`src/rtl/decoder_scan_ctrl.sv`:
```
// decoder_scan_ctrl
// Walks the select input of a 3-to-8 decoder through its codes. Each code is
// held for DWELL clock cycles. Four sequencing modes, start/stop control,
// registered status flags.
//
// state  | meaning
// -------+----------------------------------------------------------------
// S_IDLE | waiting for start; sel=0, sel_valid=0, busy=0
// S_RUN  | scanning; sel presented to the decoder, dwell counter running
// S_DONE | single up-pass finished; one-cycle done pulse, then back to IDLE
//
// mode | sequence
// -----+------------------------------------------------------------------
// 00   | up, continuous, wraps max->0 (wrap on the new 0)
// 01   | down, continuous, wraps 0->max (wrap on the new max)
// 10   | ping-pong 0..max..0, endpoints not repeated (wrap on each endpoint)
// 11   | one up-pass 0..max, then DONE

module decoder_scan_ctrl #(
   parameter int SEL_W = 3,
   parameter int DWELL = 50
) (
   input  logic             clk,
   input  logic             rst,
   input  logic             start,
   input  logic             stop,
   input  logic [1:0]       mode,
   output logic [SEL_W-1:0] sel,
   output logic             sel_valid,
   output logic             busy,
   output logic             wrap,
   output logic             done
);

   localparam int CNT_W = (DWELL > 1) ? $clog2(DWELL) : 1;
   localparam logic [SEL_W-1:0] SEL_MAX = {SEL_W{1'b1}};
   localparam logic [SEL_W-1:0] SEL_MIN = '0;
   localparam logic [CNT_W-1:0] CNT_TC  = CNT_W'(DWELL - 1);

   localparam logic [1:0] MODE_UP   = 2'b00;
   localparam logic [1:0] MODE_DOWN = 2'b01;
   localparam logic [1:0] MODE_PING = 2'b10;
   localparam logic [1:0] MODE_ONCE = 2'b11;

   typedef enum logic [1:0] {
      S_IDLE = 2'b00,
      S_RUN  = 2'b01,
      S_DONE = 2'b10
   } state_t;

   state_t           state;
   logic [CNT_W-1:0] cnt;
   logic [1:0]       mode_q;
   logic             dir_up;

   logic [SEL_W-1:0] sel_inc;
   logic [SEL_W-1:0] sel_dec;
   logic             dwell_end;

   // Neighbour codes and end-of-dwell flag used by the advance rules.
   always_comb begin
      sel_inc   = sel + SEL_W'(1);
      sel_dec   = sel - SEL_W'(1);
      dwell_end = (cnt == CNT_TC);
   end

   // Sequencer FSM with registered outputs; stop wins over any advance.
   always_ff @(posedge clk) begin
      if (rst) begin
         state     <= S_IDLE;
         cnt       <= '0;
         mode_q    <= MODE_UP;
         dir_up    <= 1'b1;
         sel       <= '0;
         sel_valid <= 1'b0;
         busy      <= 1'b0;
         wrap      <= 1'b0;
         done      <= 1'b0;
      end else begin
         wrap <= 1'b0;
         done <= 1'b0;
         case (state)
            S_IDLE: begin
               if (start && !stop) begin
                  state     <= S_RUN;
                  mode_q    <= mode;
                  dir_up    <= 1'b1;
                  sel       <= (mode == MODE_DOWN) ? SEL_MAX : SEL_MIN;
                  sel_valid <= 1'b1;
                  busy      <= 1'b1;
                  cnt       <= '0;
               end
            end

            S_RUN: begin
               if (stop) begin
                  state     <= S_IDLE;
                  sel       <= '0;
                  sel_valid <= 1'b0;
                  busy      <= 1'b0;
                  cnt       <= '0;
               end else if (dwell_end) begin
                  cnt <= '0;
                  case (mode_q)
                     MODE_UP: begin
                        sel  <= sel_inc;
                        wrap <= (sel == SEL_MAX);
                     end
                     MODE_DOWN: begin
                        sel  <= sel_dec;
                        wrap <= (sel == SEL_MIN);
                     end
                     MODE_PING: begin
                        if (dir_up) begin
                           sel <= sel_inc;
                           if (sel_inc == SEL_MAX) begin
                              dir_up <= 1'b0;
                              wrap   <= 1'b1;
                           end
                        end else begin
                           sel <= sel_dec;
                           if (sel_dec == SEL_MIN) begin
                              dir_up <= 1'b1;
                              wrap   <= 1'b1;
                           end
                        end
                     end
                     default: begin
                        // Single pass: the last code's dwell ends the scan and
                        // sel is left on max for the DONE cycle.
                        if (sel == SEL_MAX) begin
                           state     <= S_DONE;
                           sel_valid <= 1'b0;
                           busy      <= 1'b0;
                           done      <= 1'b1;
                        end else begin
                           sel <= sel_inc;
                        end
                     end
                  endcase
               end else begin
                  cnt <= cnt + CNT_W'(1);
               end
            end

            S_DONE: begin
               state <= S_IDLE;
               sel   <= '0;
            end

            default: begin
               state     <= S_IDLE;
               sel       <= '0;
               sel_valid <= 1'b0;
               busy      <= 1'b0;
               cnt       <= '0;
            end
         endcase
      end
   end

endmodule

```
`config.mk`:
```
export PLATFORM = sky130hd
export DESIGN_NAME = decoder_scan_ctrl
export DESIGN_NICKNAME = d
export VERILOG_FILES = /design/src/rtl/decoder_scan_ctrl.sv
export SDC_FILE = /design/constraint.sdc
export NUM_CORES = 1
export LEC_CHECK = 0
export BUFFER_PORTS_ARGS = -buffer_cell sky130_fd_sc_hd__buf_2
export CAP_MARGIN = 20
export CORE_ASPECT_RATIO = 1.5
export CORE_UTILIZATION = 51
export DETAILED_ROUTE_END_ITERATION = 8
export PLACE_DENSITY = 0.74
export SYNTH_ARGS = -nofsm -noshare
export SYNTH_HDL_FRONTEND = slang
export SYNTH_SLANG_ARGS = --single-unit
```
`constraint.sdc`:
```
create_clock -name clk -period 1.7 [get_ports clk]
set_input_delay 0.34 -clock clk [delete_from_list [all_inputs] [get_ports clk]]
set_output_delay 0.34 -clock clk [all_outputs]
set_load 0.01 [all_outputs]
```
Yosys cells after proc, flatten, opt, wreduce, memory -nomap -nowiden:

Cells that the tools add are included.
W data, S select, Z words.

* register bits: 17
* output and inout bits: 7
* logic and storage cells: 81

* add/subtract/negate cells: 3
* equality and inequality tests: 16
* mux-type cells: 35
* bitwise operators: 3
* reductions and logical operators: 16

Operators with widths (count)
* $mux W3: 6
* $mux W6: 3
* $pmux W6 S3: 1
* $mux W1: 14
* $mux W2: 5
* $reduce_and A5 Y1: 2
* $ne A3 B3 Y1 const B: 3
* $pmux W3 S3: 1
* $reduce_or A7 Y1: 1
* $add A6 B1 Y6 const B: 1
* $eq A2 B1 Y1 const B: 3
* $eq A3 B3 Y1 const B: 2
* $eq A6 B6 Y1 const B: 1
* $logic_not A3 Y1: 2
* $ne A2 B2 Y1 const B: 3
* $ne A6 B3 Y1 const B: 1
* $pmux W1 S3: 2
* $pmux W3 S2: 1
* $eq A2 B2 Y1 const B: 2
* $logic_not A2 Y1: 2
* $pmux W2 S2: 1
* $reduce_and A2 Y1: 2
* $reduce_and A4 Y1: 1
* $reduce_or A4 Y1: 1
* other kinds (10): 12

Longest topological paths before layout:

Gate-level depths: netlist (run 1).

* depth after elaboration: 8
* depth in mapped cells: 6

Least setup slack after synthesis (run 1):

No wires, ideal clock.

* path type: register -> register
* start: register sel[0]
* end: register sel[0]
* library setup time: 0.103 ns
* arrival: 1.659 ns
* required time: 1.597 ns
* slack: -0.063 ns
* stages on the path, launching flop included: 7
* buffers on the path: 0
* period minus slack after synthesis: 1.763 ns
* cell sequence: dfxtp_1 > ha_1 > ha_1 > nor4b_2 > nor4b_2 > nor3_1 > a2111oi_2

* word-level cells in the longest chain between the ends: 6
* elaborated cells between the ends (all ways): 11

Ends and longest elaborated chain
* from (decl): line 28 `output logic [SEL_W-1:0] sel,`
* from (signal assigned): line 88 `sel <= (mode == MODE_DOWN) ? SEL_MAX : SEL_MIN;`
* from (signal assigned): line 106 `sel <= sel_inc;`
* from (signal assigned): line 110 `sel <= sel_dec;`
* $add A3 B1 Y3 or $sub A3 B1 Y3 (tied branches): line 62, 63
* $mux W3, on equally long branches: line 131, 114
* $pmux W3 S3: line 104 `case (mode_q)`
* $mux W3: line 102 `end else if (dwell_end) begin`
* $mux W3: line 96 `if (stop) begin`
* $pmux W3 S2: line 82 `case (state)`

Several ways; a longest one is shown, not always the timed one. The select of a mux whose other input is x is not followed.
A chain may end at the register's enable or synchronous reset.

Worst setup path in the final report (run 1):

* start: register mode_q[1]
* end: register sel[1]

* word-level cells in the longest chain between the ends: 5
* elaborated cells between the ends (all ways): 9

Ends and longest elaborated chain
* from (decl): line 53 `logic [1:0] mode_q;`
* from (signal assigned): line 86 `mode_q <= mode;`
* $eq A2 B2 Y1, or another cell as far along: line 104
* $pmux W3 S3: line 104
* $mux W3: line 102
* $mux W3: line 96
* $pmux W3 S2: line 82

Several ways; a longest one is shown, not always the timed one. The select of a mux whose other input is x is not followed.

==> results of run 1 <==
==> report_power, final <==
part / switching [mW] / internal, mW / leakage (nW)
registers: 0.0169 / 0.414 / 0.141
clock network: 0.129 / 0.0875 / 0.0177
logic: 0.126 / 0.106 / 0.464
==> stage by stage <==
step           hold WS (ns)  utilization (%)
3_5_place_dp          0.535             62.0
4_1_cts               0.312             68.0
2_1_floorplan         0.430                -
6_report              0.316             72.1
3_3_place_gp          0.516             62.0
5_1_grt               0.332             72.1
==> sequential cells by signal, summed over array words and instances, names as in the netlist <==
name,count
done,1
dir_up,1
state,2
cnt,6
mode_q,2
sel,3
wrap,1
busy,1
==> routing by layer <==
layer  share of wire [%]  vias to the layer above  GRT usage [%]  wire length (µm)
met4                 4.5                        0           21.4               141
met1                  36                      489           28.2              1120
met2                  55                       47           50.9              1730
li1                    -                      494              -                 -
met5                   0                        -              0                 0
met3                 4.0                       15           7.14               125
==> path summary, 6_finish.rpt <==
check                           startpoint        end  slack [ns]  depth (start not counted)
worst min-delay path               mode[0]  mode_q[0]        0.32                          3
worst max register to register   mode_q[1]     sel[1]       -0.02                          8
worst min register to register      cnt[1]     cnt[1]        0.53                          2
worst max-delay path             mode_q[1]     sel[1]       -0.02                          8
==> cells in the final DEF, fill, tap and decap left out, types with 2 or more instances in the layout <==
master	instances
and3_1	2
nand2_1	6
xor2_1	4
dfxtp_1	12
o31ai_1	2
or2_4	2
o2111ai_1	2
nor3b_2	3
mux2i_1	2
ha_1	6
buf_4	17
nor2_1	14
a211oi_1	3
o21ai_1	3
ha_2	2
o21ai_0	2
nand2b_1	2
a21oi_1	7
inv_1	4
a211oi_2	2
ha_4	4
buf_2	12
clkbuf_4	3
a21o_1	2
dfxtp_2	4
nor4b_4	2
==> worst max-delay path, stage by stage, from the launching register on <==
cell and delay, ns:
dfxtp_2 0.34, buf_4 0.14, ha_4 0.16, nor4b_4 0.29
nor4b_4 0.08, buf_4 0.15, buf_4 0.14, o31ai_4 0.23
a21oi_1 0.07
==> layout make-up <==
| class | count | area, µm² |
|---|---|---|
| clock inverter | 1 | 5.00 |
| tap | 22 | 27.5 |
| multi-input combinational | 95 | 868 |
| fill | 156 | 573 |
| sequential | 17 | 349 |
| inverter | 5 | 18.8 |
| timing repair buffer | 29 | 188 |
| clock buffer | 3 | 22.5 |
==> repair_timing <==
action                                  in CTS  in global routing
gates resized for setup                     13                 14
buffers inserted                             5                  0
pin swaps                                    6                  1
endpoints found under the setup margin       1                  5
==> logic make-up after synthesis <==
family	synth area share, %
DFF	30.5
muxes	1.79
buffers and inverters	4.04
xor gates and xnor gates	4.71
and+or+nand+nor	25.6
AOI/OAI and AO/OA	20.0
adders and majority gates	13.5
==> out/qor.txt, run 1 <==
Layout Skew: 0.00589 ns
Leakage: 0.623 nW
F_max: 581 MHz
Die Y: 59.3 µm
Total track usage: 29.5%
Vias per cell: 6.08
Initial antenna violation count: 0
TritonCTS Buffers: 3
Max-slew headroom: 68.6%
Die area: 2380 µm²
Post-synth top area cell: dfxtp_1
Final Max Tran Viols: 0
Placed Cells incl. Taps: 163
Post-route setup slack: -0.0200 ns
TNS Setup: -0.0200 ns
DRT antenna net count: 0
RSZ-0062 raised after global routing: true
Req. time, crit path: 1.88 ns
Post-DP HPWL: 2030 µm
Top cells by area, synth: dfxtp_1 30%, ha_1 13%, nor2_1 4.7%
Post-route cell area: 1480 µm²
Failing checks: setup timing
CP Data Arrival Time: 1.90 ns
Core Region: 2050 µm²
Count of cell types in the netlist: 42
Pin count of the biggest net entering global routing: 14
Most common cell in the netlist: dfxtp_1
Mean Syn Cell Area: 9.22 µm²
Yosys Warn Count: 0
Peak supply drop: 445 µV
Dpl cell area: 1270 µm²
Critical Path Fanout Max: 3
Count of final setup violators: 1
Number of clock sinks: 17
Die Width: 40.2 µm
Buffers on Ports: 12
Synth top area share: 30.5%
Syn_nets: 139
Worst-margin pin slew: 0.470 ns
Share of cells above drive strength 1: 42.0%
Vias in the first global route: 1065
Clk slew on worst S/H paths: 0.10 ns
Status: finished, violations left
Part of the cycle the worst path needs: 101%
Place WS: -0.122 ns
Worst hold path type: in -> reg
Post-synthesis async set-or-reset flop share: 0%
Clk buf depth: 2
Clock Latency Late Sink: 0.29 ns
Max-cap violation count: 0
H-tree levels: 1
Placer congestion estimate: 0.782
Post-Syn Area: 1120 µm²
Sequential share of the synthesized area: 30.5%
Final Critical Period: 1.72 ns
DR iter-0 viols: 22
Most frequently used flop master after synthesis: dfxtp_1
Grt ovf: 0
Area growth, synth to finish: 32.5%
Final total power: 0.880 mW
Layout Nets: 169
#FFs+latches synth: 17
Starting density of the core: 54.4%
Most frequent cells after synthesis: 17 x dfxtp_1, 14 x nor2_1, 12 x ha_1
Total wire length: 3120 µm
DR WL/cell: 18.2 µm
Number of I/O pins: 13
Power per cell area: 595 nW/µm²
Residual DRC: 0
CP Capture Type: flop
EDFF count, synth: 0
CP Launch Type: flop
Site Rows: 20
Hold_buf cts: 0
Number of diodes: 0
Synthesized instance count: 121
First-pass GRT wire length: 4770 µm
Non-filler instance count after layout: 172
Final Hold Fails: 0
Clk Tree Root Cell: clkbuf_4
Drt pass-1 iters: 4
Setup Crit Path Kind: reg -> reg
CTS tree: done
Overall via count from detail_route: 1045
Power figures use the tool's default switching activity.
==> run 2: changes to the inputs <==
- ABC_AREA: default -> 1
==> run 2 against run 1 <==
  * The flow now finishes without violations
  * Cell count rose by 13%
  * Critical path type unchanged
  * Cell area shrank 18%
  * Largest power group unchanged
  * First-iteration DRC count increased by 91%
  * Synthesized cell count is 30% higher
  * Sequential share of layout area increased by 4.4 points
  * Critical endpoint is now sel[2]
  * Flip-flop and latch count did not move
  * Routed wire length down 29%
  * Clock power is 2% lower
==> out/qor.txt, run 2 <==
Leakage: 0.586 nW (was 0.623 nW)
Vias in the first global route: 936 (was 1065)
Number of diodes: 0 (unchanged)
DRT antenna net count: 0 (unchanged)
F_max: 668 MHz (was 581 MHz)
Worst hold path type: in -> reg (unchanged)
Clock Latency Late Sink: 0.28 ns (was 0.29 ns)
Layout Nets: 192 (was 169)
Power per cell area: 680 nW/µm² (was 595 nW/µm²)
Peak supply drop: 452 µV (was 445 µV)
Core Region: 2030 µm² (was 2050 µm²)
Total track usage: 20.6% (was 29.5%)
Post-DP HPWL: 1840 µm (was 2030 µm)
Commonest non-fill, non-tap cell in the layout: nand2_1 (was buf_4)
Most common cell in the netlist: nand2_1 (was dfxtp_1)
Placer congestion estimate: 0.886 (was 0.782)
#FFs+latches synth: 17 (unchanged)
Dpl cell area: 1190 µm² (was 1270 µm²)
TNS Setup: 0 ns (was -0.0200 ns)
Clk slew on worst S/H paths: 0.10 ns (about the same)
Clk buf depth: 2 (unchanged)
H-tree levels: 1 (unchanged)
Setup Crit Path Kind: reg -> reg (unchanged)
Largest register FFs: 6 (unchanged)
Part of the cycle the worst path needs: 88.0% (was 101%)
Post-Synth XOR/XNOR Area: 0.796% (was 4.71%)
Buffers & Inverters on Critical Path: 2 (was 3)
Worst-margin pin slew: 0.250 ns (was 0.470 ns)
Critical Path Fanout Max: 4 (was 3)
Sequential share of the synthesized area: 30.9% (was 30.5%)
Initial antenna violation count: 0 (unchanged)
Top reg by flops: cnt (unchanged)
Req. time, crit path: 1.92 ns (was 1.88 ns)
Most frequent CP cell: nand2_1 (was buf_4)
Synthesized instance count: 157 (was 121)
Site Rows: 20 (unchanged)
Number of I/O pins: 13 (unchanged)
CP Capture Type: flop (unchanged)
Count of final setup violators: 0 (was 1)
Final Hold Fails: 0 (unchanged)
Die Y: 58.9 µm (was 59.3 µm)
Max-cap violation count: 0 (unchanged)
Yosys Warn Count: 0 (unchanged)
Top cells by area, synth: dfxtp_1 31%, ha_1 14%, nand2_1 14% (was dfxtp_1 30%, ha_1 13%, nor2_1 4.7%)
First-pass GRT wire length: 3420 µm (was 4770 µm)
Synth top area share: 30.9% (was 30.5%)
Worst-path cell chain: inv_1, ha_1, inv_1, o21ai_0, nand2_1, nand2_1, nand2_1, nand2_1, nand2_1, a21oi_1 (was buf_4, ha_4, nor4b_4, nor4b_4, buf_4, buf_4, o31ai_4, a21oi_1)
Most frequent cells after synthesis: 40 x nand2_1, 27 x inv_1, 17 x dfxtp_1 (was 17 x dfxtp_1, 14 x nor2_1, 12 x ha_1)
Most frequent cells in the layout: 40 x nand2_1, 27 x inv_1, 17 x dfxtp_1, 14 x nand3_1 (was 17 x buf_4, 14 x nor2_1, 12 x dfxtp_1, 12 x buf_2, 7 x a21oi_1)
Fill cells: 198 (was 156)
RSZ-0062 raised after global routing: false (was true)
Area growth, synth to finish: 10.4% (was 32.5%)
Post-Synth Adder-Cell Area: 13.7% (was 13.5%)
Post-Syn Area: 1100 µm² (was 1120 µm²)
Critical Path Max Stage Delay: 0.34 ns (about the same)
Mean Syn Cell Area: 7.01 µm² (was 9.22 µm²)
Simple logic cell fraction of the synthesized area: 33.9% (was 25.6%)
Count of cell types in the netlist: 25 (was 42)
EDFF count, synth: 0 (unchanged)
Compound-Gate Fraction of Synth Area: 10.5% (was 20.0%)
Clk Tree Root Cell: clkbuf_4 (unchanged)
Starting density of the core: 54.3% (was 54.4%)
DR WL/cell: 11.3 µm (was 18.2 µm)
Die Width: 39.9 µm (was 40.2 µm)
Most frequently used flop master after synthesis: dfxtp_1 (unchanged)
Final Critical Period: 1.50 ns (was 1.72 ns)
Largest family of logic cells by synthesized area: simple AND/OR/NAND/NOR gates (unchanged)
CP Launch Type: flop (unchanged)
Biggest regs: cnt (6), sel (3) (unchanged)
Drt pass-1 iters: 4 (unchanged)
Postcts setup bufs: 0 (was 5)
Critical path's top delay family: flip-flops (was buffers and inverters)
DR iter-0 viols: 42 (was 22)
Post-synthesis async set-or-reset flop share: 0% (unchanged)
Die area: 2350 µm² (was 2380 µm²)
Slowest cell on crit path: dfxtp_1 (was dfxtp_2)
CP Data Arrival Time: 1.72 ns (was 1.90 ns)
Post-synth top area cell: dfxtp_1 (unchanged)
Overall via count from detail_route: 999 (was 1045)
Hold_buf cts: 0 (unchanged)
Layout Skew: 0.00698 ns (was 0.00589 ns)
Max-slew headroom: 83.2% (was 68.6%)
R2r startpoint: mode_q[0] (was mode_q[1])
CTS tree: done (unchanged)
TritonCTS Buffers: 3 (unchanged)
Grt ovf: 0 (unchanged)
Number of clock sinks: 17 (unchanged)
Final Max Tran Viols: 0 (unchanged)
Mux share of post-synthesis cell area: 0% (was 1.79%)
Vias per cell: 5.12 (was 6.08)
Residual DRC: 0 (unchanged)
Share of cells above drive strength 1: 15.6% (was 42.0%)
Post-route cell area: 1210 µm² (was 1480 µm²)
Syn_nets: 175 (was 139)
Total wire length: 2210 µm (was 3120 µm)
Status: complete, no violations (was finished, violations left)
Pin count of the biggest net entering global routing: 10 (was 14)
Buffers on Ports: 12 (unchanged)
Hold Startpoint: rst (was mode[0])
Worst Setup SP: mode_q[0] (was mode_q[1])
[run 2: final cells by class]
cell class                 count  area, µm²  share of cell area, %
clock buffer                   4       26.3                   2.16
inverter                      28        105                   8.66
multi-input combinational    111        647                   53.3
sequential                    17        340                   28.0
tap                           22       27.5                   2.27
timing repair buffer          13       67.6                   5.57
[run 2: metrics by stage]
step	cells	total power, mW	setup WS [ns]	utilization, %	hold slack, ns
after floorplan	157	0.572	0.286	-	0.409
after global placement	191	0.617	0.273	58.6	0.455
after detailed placement	191	0.622	0.214	58.6	0.461
after CTS	195	0.833	0.203	59.9	0.276
after global routing	195	0.879	0.0632	59.9	0.267
final	195	0.826	0.204	59.9	0.280
[run 2: worst paths after layout]
kind | slack (ns) | endpoint | cells after the start
setup / recovery | 0.20 | sel[2] | 10
hold / removal | 0.28 | busy | 2
setup reg to reg | 0.20 | sel[2] | 10
hold reg to reg | 0.47 | busy | 2
[run 2: report_power, final]
| part | internal [mW] | switching [mW] |
|---|---|---|
| logic | 0.0663 | 0.115 |
| clock network | 0.0908 | 0.122 |
| registers | 0.416 | 0.0160 |
[run 2: logic make-up after synthesis]
family | Yosys count
buffers and inverters | 29
flip-flops | 17
AO/OA/AOI/OAI | 19
AND/OR/NAND/NOR | 79
XOR/XNOR | 1
adder cells (fa/ha/maj) | 12
[run 2: layer usage]
metal / vias up / wire length (µm) / global-route usage, %
met2: 14 / 1230 / 38.5
met5: - / 0 / 0
met3: 7 / 44 / 3.40
li1: 531 / - / -
met1: 447 / 867 / 19.7
met4: 0 / 69 / 10.3
[run 2: worst register-to-register path: stages, from the launching register on]
cell	delay, ns
dfxtp_1	0.34
inv_1	0.10
ha_1	0.22
inv_1	0.10
o21ai_0	0.23
nand2_1	0.08
nand2_1	0.08
nand2_1	0.07
nand2_1	0.07
nand2_1	0.05
a21oi_1	0.11
[run 2: what timing repair did]
item,in CTS,in global routing
hold endpoints to repair,0,0
gates resized for setup,0,1
setup endpoints to repair,0,1
